### src/rtl/restoring_divider_if.sv
// Purpose  : START/DONE handshake bundle between a controller and restoring_divider.
// Latency  : n/a (signal bundle only).
// Backpres.: START is ignored by the divider while BUSY is high.
// Ports    : START, DIVIDEND, DIVISOR  (controller -> divider)
//            BUSY, DONE, QUOTIENT, REMAINDER, DIV_ZERO  (divider -> controller)
interface restoring_divider_if #(
  parameter int WIDTH = 8
);
  logic             START;
  logic [WIDTH-1:0] DIVIDEND;
  logic [WIDTH-1:0] DIVISOR;
  logic             BUSY;
  logic             DONE;
  logic [WIDTH-1:0] QUOTIENT;
  logic [WIDTH-1:0] REMAINDER;
  logic             DIV_ZERO;

  modport master (
    output START, DIVIDEND, DIVISOR,
    input  BUSY, DONE, QUOTIENT, REMAINDER, DIV_ZERO
  );

  modport slave (
    input  START, DIVIDEND, DIVISOR,
    output BUSY, DONE, QUOTIENT, REMAINDER, DIV_ZERO
  );
endinterface

### src/rtl/restoring_divider.sv
// Purpose  : Unsigned restoring divider, one quotient bit per clock, MSB first.
// Latency  : DONE in the cycle after edge k+WIDTH (k+1 for a zero divisor).
// Backpres.: START accepted only while idle; START while BUSY is ignored.
// Ports    : CLK, RST_N (async active-low); bus = restoring_divider_if.slave
//            (START/DIVIDEND/DIVISOR in, BUSY/DONE/QUOTIENT/REMAINDER/DIV_ZERO out).
module restoring_divider #(
  parameter int WIDTH = 8
) (
  input  logic             CLK,
  input  logic             RST_N,
  restoring_divider_if.slave bus
);
  localparam int CNT_W = $clog2(WIDTH);

  typedef enum logic [1:0] {
    S_IDLE = 2'd0,
    S_RUN  = 2'd1,
    S_ZERO = 2'd2
  } state_t;

  state_t           r_state;
  state_t           w_next;

  logic [WIDTH-1:0] r_dvd;        // dividend, shifted left one bit per iteration
  logic [WIDTH-1:0] r_dvs;
  logic [WIDTH-1:0] r_rem;        // partial remainder
  logic [WIDTH-2:0] r_quo;        // quotient bits gathered so far
  logic [CNT_W-1:0] r_cnt;
  logic [WIDTH-1:0] r_quotient;
  logic [WIDTH-1:0] r_remainder;
  logic             r_div_zero;
  logic             r_done;

  logic             w_accept;
  logic             w_busy;
  logic [WIDTH:0]   w_shift;
  logic [WIDTH:0]   w_trial;
  logic             w_borrow;
  logic [WIDTH-1:0] w_rem_nxt;
  logic [WIDTH-1:0] w_quo_nxt;

  assign w_accept = (r_state == S_IDLE) && bus.START;

  // One extra bit keeps the borrow exact even for a divisor of all ones.
  assign w_shift   = {r_rem, r_dvd[WIDTH-1]};
  assign w_trial   = w_shift - {1'b0, r_dvs};
  assign w_borrow  = w_trial[WIDTH];
  // On borrow the shifted value is below the divisor, so it fits in WIDTH bits.
  assign w_rem_nxt = w_borrow ? w_shift[WIDTH-1:0] : w_trial[WIDTH-1:0];
  assign w_quo_nxt = {r_quo, ~w_borrow};

  // State register
  always_ff @(posedge CLK or negedge RST_N) begin
    if (!RST_N) begin
      r_state <= S_IDLE;
    end else begin
      r_state <= w_next;
    end
  end

  // Next-state logic
  always_comb begin
    w_next = r_state;
    case (r_state)
      S_IDLE: begin
        if (bus.START) begin
          w_next = (bus.DIVISOR == '0) ? S_ZERO : S_RUN;
        end
      end
      S_RUN: begin
        if (r_cnt == '0) begin
          w_next = S_IDLE;
        end
      end
      S_ZERO:  w_next = S_IDLE;
      default: w_next = S_IDLE;
    endcase
  end

  // Output logic
  always_comb begin
    w_busy = 1'b0;
    if (r_state != S_IDLE) begin
      w_busy = 1'b1;
    end
  end

  // Datapath and result registers
  always_ff @(posedge CLK or negedge RST_N) begin
    if (!RST_N) begin
      r_dvd       <= '0;
      r_dvs       <= '0;
      r_rem       <= '0;
      r_quo       <= '0;
      r_cnt       <= '0;
      r_quotient  <= '0;
      r_remainder <= '0;
      r_div_zero  <= 1'b0;
      r_done      <= 1'b0;
    end else begin
      r_done <= 1'b0;
      case (r_state)
        S_IDLE: begin
          if (w_accept) begin
            r_dvd <= bus.DIVIDEND;
            r_dvs <= bus.DIVISOR;
            r_rem <= '0;
            r_quo <= '0;
            r_cnt <= CNT_W'(WIDTH - 1);
          end
        end
        S_RUN: begin
          r_dvd <= {r_dvd[WIDTH-2:0], 1'b0};
          r_rem <= w_rem_nxt;
          r_quo <= w_quo_nxt[WIDTH-2:0];
          r_cnt <= r_cnt - 1'b1;
          if (r_cnt == '0) begin
            r_quotient  <= w_quo_nxt;
            r_remainder <= w_rem_nxt;
            r_div_zero  <= 1'b0;
            r_done      <= 1'b1;
          end
        end
        S_ZERO: begin
          r_quotient  <= '1;
          r_remainder <= r_dvd;
          r_div_zero  <= 1'b1;
          r_done      <= 1'b1;
        end
        default: ;
      endcase
    end
  end

  assign bus.BUSY      = w_busy;
  assign bus.DONE      = r_done;
  assign bus.QUOTIENT  = r_quotient;
  assign bus.REMAINDER = r_remainder;
  assign bus.DIV_ZERO  = r_div_zero;
endmodule

### src/flat_wrapper.sv
// flat-port wrapper written by rule: the top's interface ports become plain ports
module restoring_divider_flat 
#(
  parameter int WIDTH = 8
)
  (CLK, RST_N, bus_START, bus_DIVIDEND, bus_DIVISOR, bus_BUSY, bus_DONE, bus_QUOTIENT, bus_REMAINDER, bus_DIV_ZERO);
  restoring_divider_if #(.WIDTH(WIDTH)) bus_i ();
  input  logic CLK;
  input  logic RST_N;
  input wire logic [$bits(bus_i.START)-1:0] bus_START;
  input wire logic [$bits(bus_i.DIVIDEND)-1:0] bus_DIVIDEND;
  input wire logic [$bits(bus_i.DIVISOR)-1:0] bus_DIVISOR;
  output wire logic [$bits(bus_i.BUSY)-1:0] bus_BUSY;
  output wire logic [$bits(bus_i.DONE)-1:0] bus_DONE;
  output wire logic [$bits(bus_i.QUOTIENT)-1:0] bus_QUOTIENT;
  output wire logic [$bits(bus_i.REMAINDER)-1:0] bus_REMAINDER;
  output wire logic [$bits(bus_i.DIV_ZERO)-1:0] bus_DIV_ZERO;
  assign bus_i.START = bus_START;
  assign bus_i.DIVIDEND = bus_DIVIDEND;
  assign bus_i.DIVISOR = bus_DIVISOR;
  assign bus_BUSY = bus_i.BUSY;
  assign bus_DONE = bus_i.DONE;
  assign bus_QUOTIENT = bus_i.QUOTIENT;
  assign bus_REMAINDER = bus_i.REMAINDER;
  assign bus_DIV_ZERO = bus_i.DIV_ZERO;
  restoring_divider #(.WIDTH(WIDTH)) u_core (.CLK(CLK), .RST_N(RST_N), .bus(bus_i));
endmodule
### config.mk
export PLATFORM = sky130hd
export DESIGN_NAME = restoring_divider_flat
export DESIGN_NICKNAME = d
export VERILOG_FILES = /design/src/rtl/restoring_divider_if.sv /design/src/rtl/restoring_divider.sv /design/src/flat_wrapper.sv
export SDC_FILE = /design/constraint.sdc
export NUM_CORES = 1
export LEC_CHECK = 0
export ABC_AREA = 1
export CORE_MARGIN = 4
export CORE_UTILIZATION = 42
export CTS_BUF_LIST = sky130_fd_sc_hd__clkbuf_8
export DETAILED_ROUTE_END_ITERATION = 7
export PLACE_DENSITY = 0.66
export SYNTH_ARGS = -nofsm -noshare
export SYNTH_HDL_FRONTEND = slang
export SYNTH_SLANG_ARGS = --single-unit
### constraint.sdc
create_clock -name CLK -period 2.8 [get_ports CLK]
set_input_delay 0.28 -clock CLK [delete_from_list [all_inputs] [get_ports CLK]]
set_output_delay 0.28 -clock CLK [all_outputs]
set_load 0.02 [all_outputs]
==> run metrics <==
status finished, final reports clean; I/O pins 38; initial antenna violation count 0; Post-DP HPWL 4850 um; post-route cell area roughly 0.0035 mm^2; multi-input logic area 0.00132 mm^2; post-placement cell area around 0.0034 mm^2; CTS Buffer Depth 2; Die X 91.5 um; r2r setup slk 0.68 ns; num rows 30; most frequent cells in the layout nand2_1 (124), dfrtp_1 (54), inv_1 (51); area delta synth->final 18.8%; ANT nets after route 0; worst-margin pin slew 0.770 ns; GRT Total Usage 0.164; routed vias 2445; Synth area leaders dfrtp_1 (46%), nand2_1 (16%), inv_1 (6.4%), ha_1 (5.6%), nand3_1 (4.1%); PostCTS Resize Cnt 0; post-synth top area share 0.462; CP Class flip-flop to flip-flop; Leakage about 1.8 nW; sequential element share of the synthesized area 0.462; die area 0.00836 mm^2; CTS tree done; Hold Slack 0.376 ns; Critical Path RT 3.00 ns; Net Count, Synth 398; wire length reported by the detailed router around 6500 um; filler instances 673; Reg-to-Reg End u_core.bus.REMAINDER[2]; worst skew pair latency 0.31 ns; setup TNS 0 ns; max-cap viol count 0; CTS Buf Count 5; clock sink total 54; Via density 4.89; Routability Congestion 0.881; Setup-failing EPs final 0; FF/Latch Area 0.00135 mm^2; DR pass1 iterations 5; Final min period 2.12 ns; CTS root buf clkbuf_8; relative slew slack 0.485; DP Worst Slack 0.686 ns; Initial DRC Count slightly below 200; commonest non-fill, non-tap cell in the layout nand2_1; reg2reg start u_core.r_dvd[7]; H-tree Lvls 2; antenna cells 0; unrepaired setup endpoints after global routing no; Setup Skew 0.0128 ns; vias in the first global route about 2300; grt total ovfl 0; max-slew violations 0; Synth cell types 32; synthesized area per cell 8.01 um^2; register bit total from synthesis 54; Hold Path Class primary input to async pin; Synthesis Warnings 0; slack of the critical path 0.677 ns; mapped cell area 0.00293 mm^2; Reg clk slew, reported paths 0.10 ns; Pwr Density about 1100 mW/mm^2; Core Footprint 0.00679 mm^2; Starting Density 0.431; share of cells above drive strength 1 0.0644; worst vdd ir 680 uV; Worst R2R Path Depth 14; crit path DAT ~2.3 ns; Die Y between 90 and 100 um; largest net degree at the start of global routing 42; Mapped Cells 365; DR DRC count 0; IO buf count 37; Final Cycle Share 0.758; Crit Path Max Fanout 4; first-pass GRT wire length 11200 um; final net count 436; Critical Path End Type flip-flop; Avg WL per Cell 13.0 um; post-synth top area cell dfrtp_1; crit path launch type flip-flop; final hold vios 0; fmax 471 MHz
## cell usage after synthesis
master	count
o22ai_1	7
buf_2	4
clkbuf_1	3
a21boi_0	1
o21ai_1	1
a21oi_4	1
nand3_4	1
nand2_1	124
buf_4	3
o21ai_0	21
a31oi_1	1
o21ai_2	2
nand2_2	3
nor2_1	8
dfrtp_1	54
nand3_1	24
ha_1	13
nand3_2	2
a21oi_1	12
inv_2	2
nand2_4	2
inv_1	50
a22oi_1	1
clkbuf_4	1
nor2_2	1
nor4_1	1
nand3b_1	1
xor2_1	4
nand4_1	2
o211ai_1	13
fa_1	1
or2_1	1
## power by group
| group | total (W) | internal [W] | switching, W |
|---|---|---|---|
| clock network | 0.000426 | 0.000174 | 0.000252 |
| registers | 0.00119 | 0.00106 | 0.000127 |
| logic | 0.00206 | 0.000771 | 0.00129 |
| total | 0.00368 | 0.00201 | 0.00167 |
## state kept, by name, indices dropped and copies added (netlist names)
signal and cells:
u_core.bus.DIV_ZERO 1, u_core.bus.DONE 1, u_core.bus.QUOTIENT 8, u_core.bus.REMAINDER 8
u_core.r_cnt 3, u_core.r_dvd 8, u_core.r_dvs 8, u_core.r_quo 7
u_core.r_rem 8, u_core.r_state 2
## through the flow
step / total power [W] / std cells / util
floorplan: 0.00268 / 365 / -
global placement: 0.00322 / 491 / 0.497
detailed placement: 0.00326 / 491 / 0.497
CTS: 0.00369 / 500 / 0.512
global route: 0.00403 / 500 / 0.512
finish: 0.00368 / 500 / 0.512
## how the worst max path moves through the flow
| stage | start | endpoint | slack (ns) | cells past startpoint |
|---|---|---|---|---|
| after global placement | u_core.r_dvd[7] | u_core.bus.REMAINDER[2] | 0.72 | 14 |
| after detailed placement | u_core.r_dvd[7] | u_core.bus.REMAINDER[2] | 0.69 | 14 |
| after floorplan | u_core.r_dvd[7] | u_core.bus.REMAINDER[1] | 0.93 | 14 |
| after CTS | u_core.r_dvd[7] | u_core.bus.REMAINDER[2] | 0.66 | 14 |
| final | u_core.r_dvd[7] | u_core.bus.REMAINDER[2] | 0.68 | 14 |
| after global routing | u_core.r_dvd[7] | u_core.bus.REMAINDER[3] | 0.47 | 14 |
## repair_timing
item	4_1_cts	5_1_grt
setup buffers	0	0
endpoints found under the hold margin	13	0
hold buffers	1	0
setup endpoints to repair	0	0
## kinds of logic after synthesis
logic type / Yosys count / synth area share
compound gates: 60 / 0.125
buf+inv: 63 / 0.0877
fa+ha+maj: 14 / 0.0624
simple gates: 170 / 0.251
xor+xnor: 4 / 0.0120
flops: 54 / 0.462
## cell type report
type                    count  area share
repair buffers             42       0.117
flip-flops and latches     54       0.389
multi-input cells         248       0.379
well taps                  96      0.0346
clock buffers               5      0.0198
inverters                  52      0.0562
clock inverters             3     0.00504
## critical path, cell delays in order (launching register included)
cell and delay [ns]:
dfrtp_1 0.39, inv_1 0.09, ha_1 0.15, inv_1 0.07, fa_1 0.43, nand2_1 0.08
nand2_1 0.08, nand3_2 0.13, nand2_2 0.09, nand2_1 0.12, nand2_2 0.10, nand2_1 0.09
nand3_1 0.07, nand2_1 0.09, nand2_1 0.05
## metal layers
metal  vias up  part of all wire  track usage  wire length [um]
li1       1246                 -            -                 -
met3        12             0.041       0.0265               264
met4         0             0.018       0.0528               116
met1      1134              0.50        0.251              3240
met5         -                 0            0                 0
met2        53              0.44        0.235              2860
Note: power is estimated with default switching activity, not from simulation.
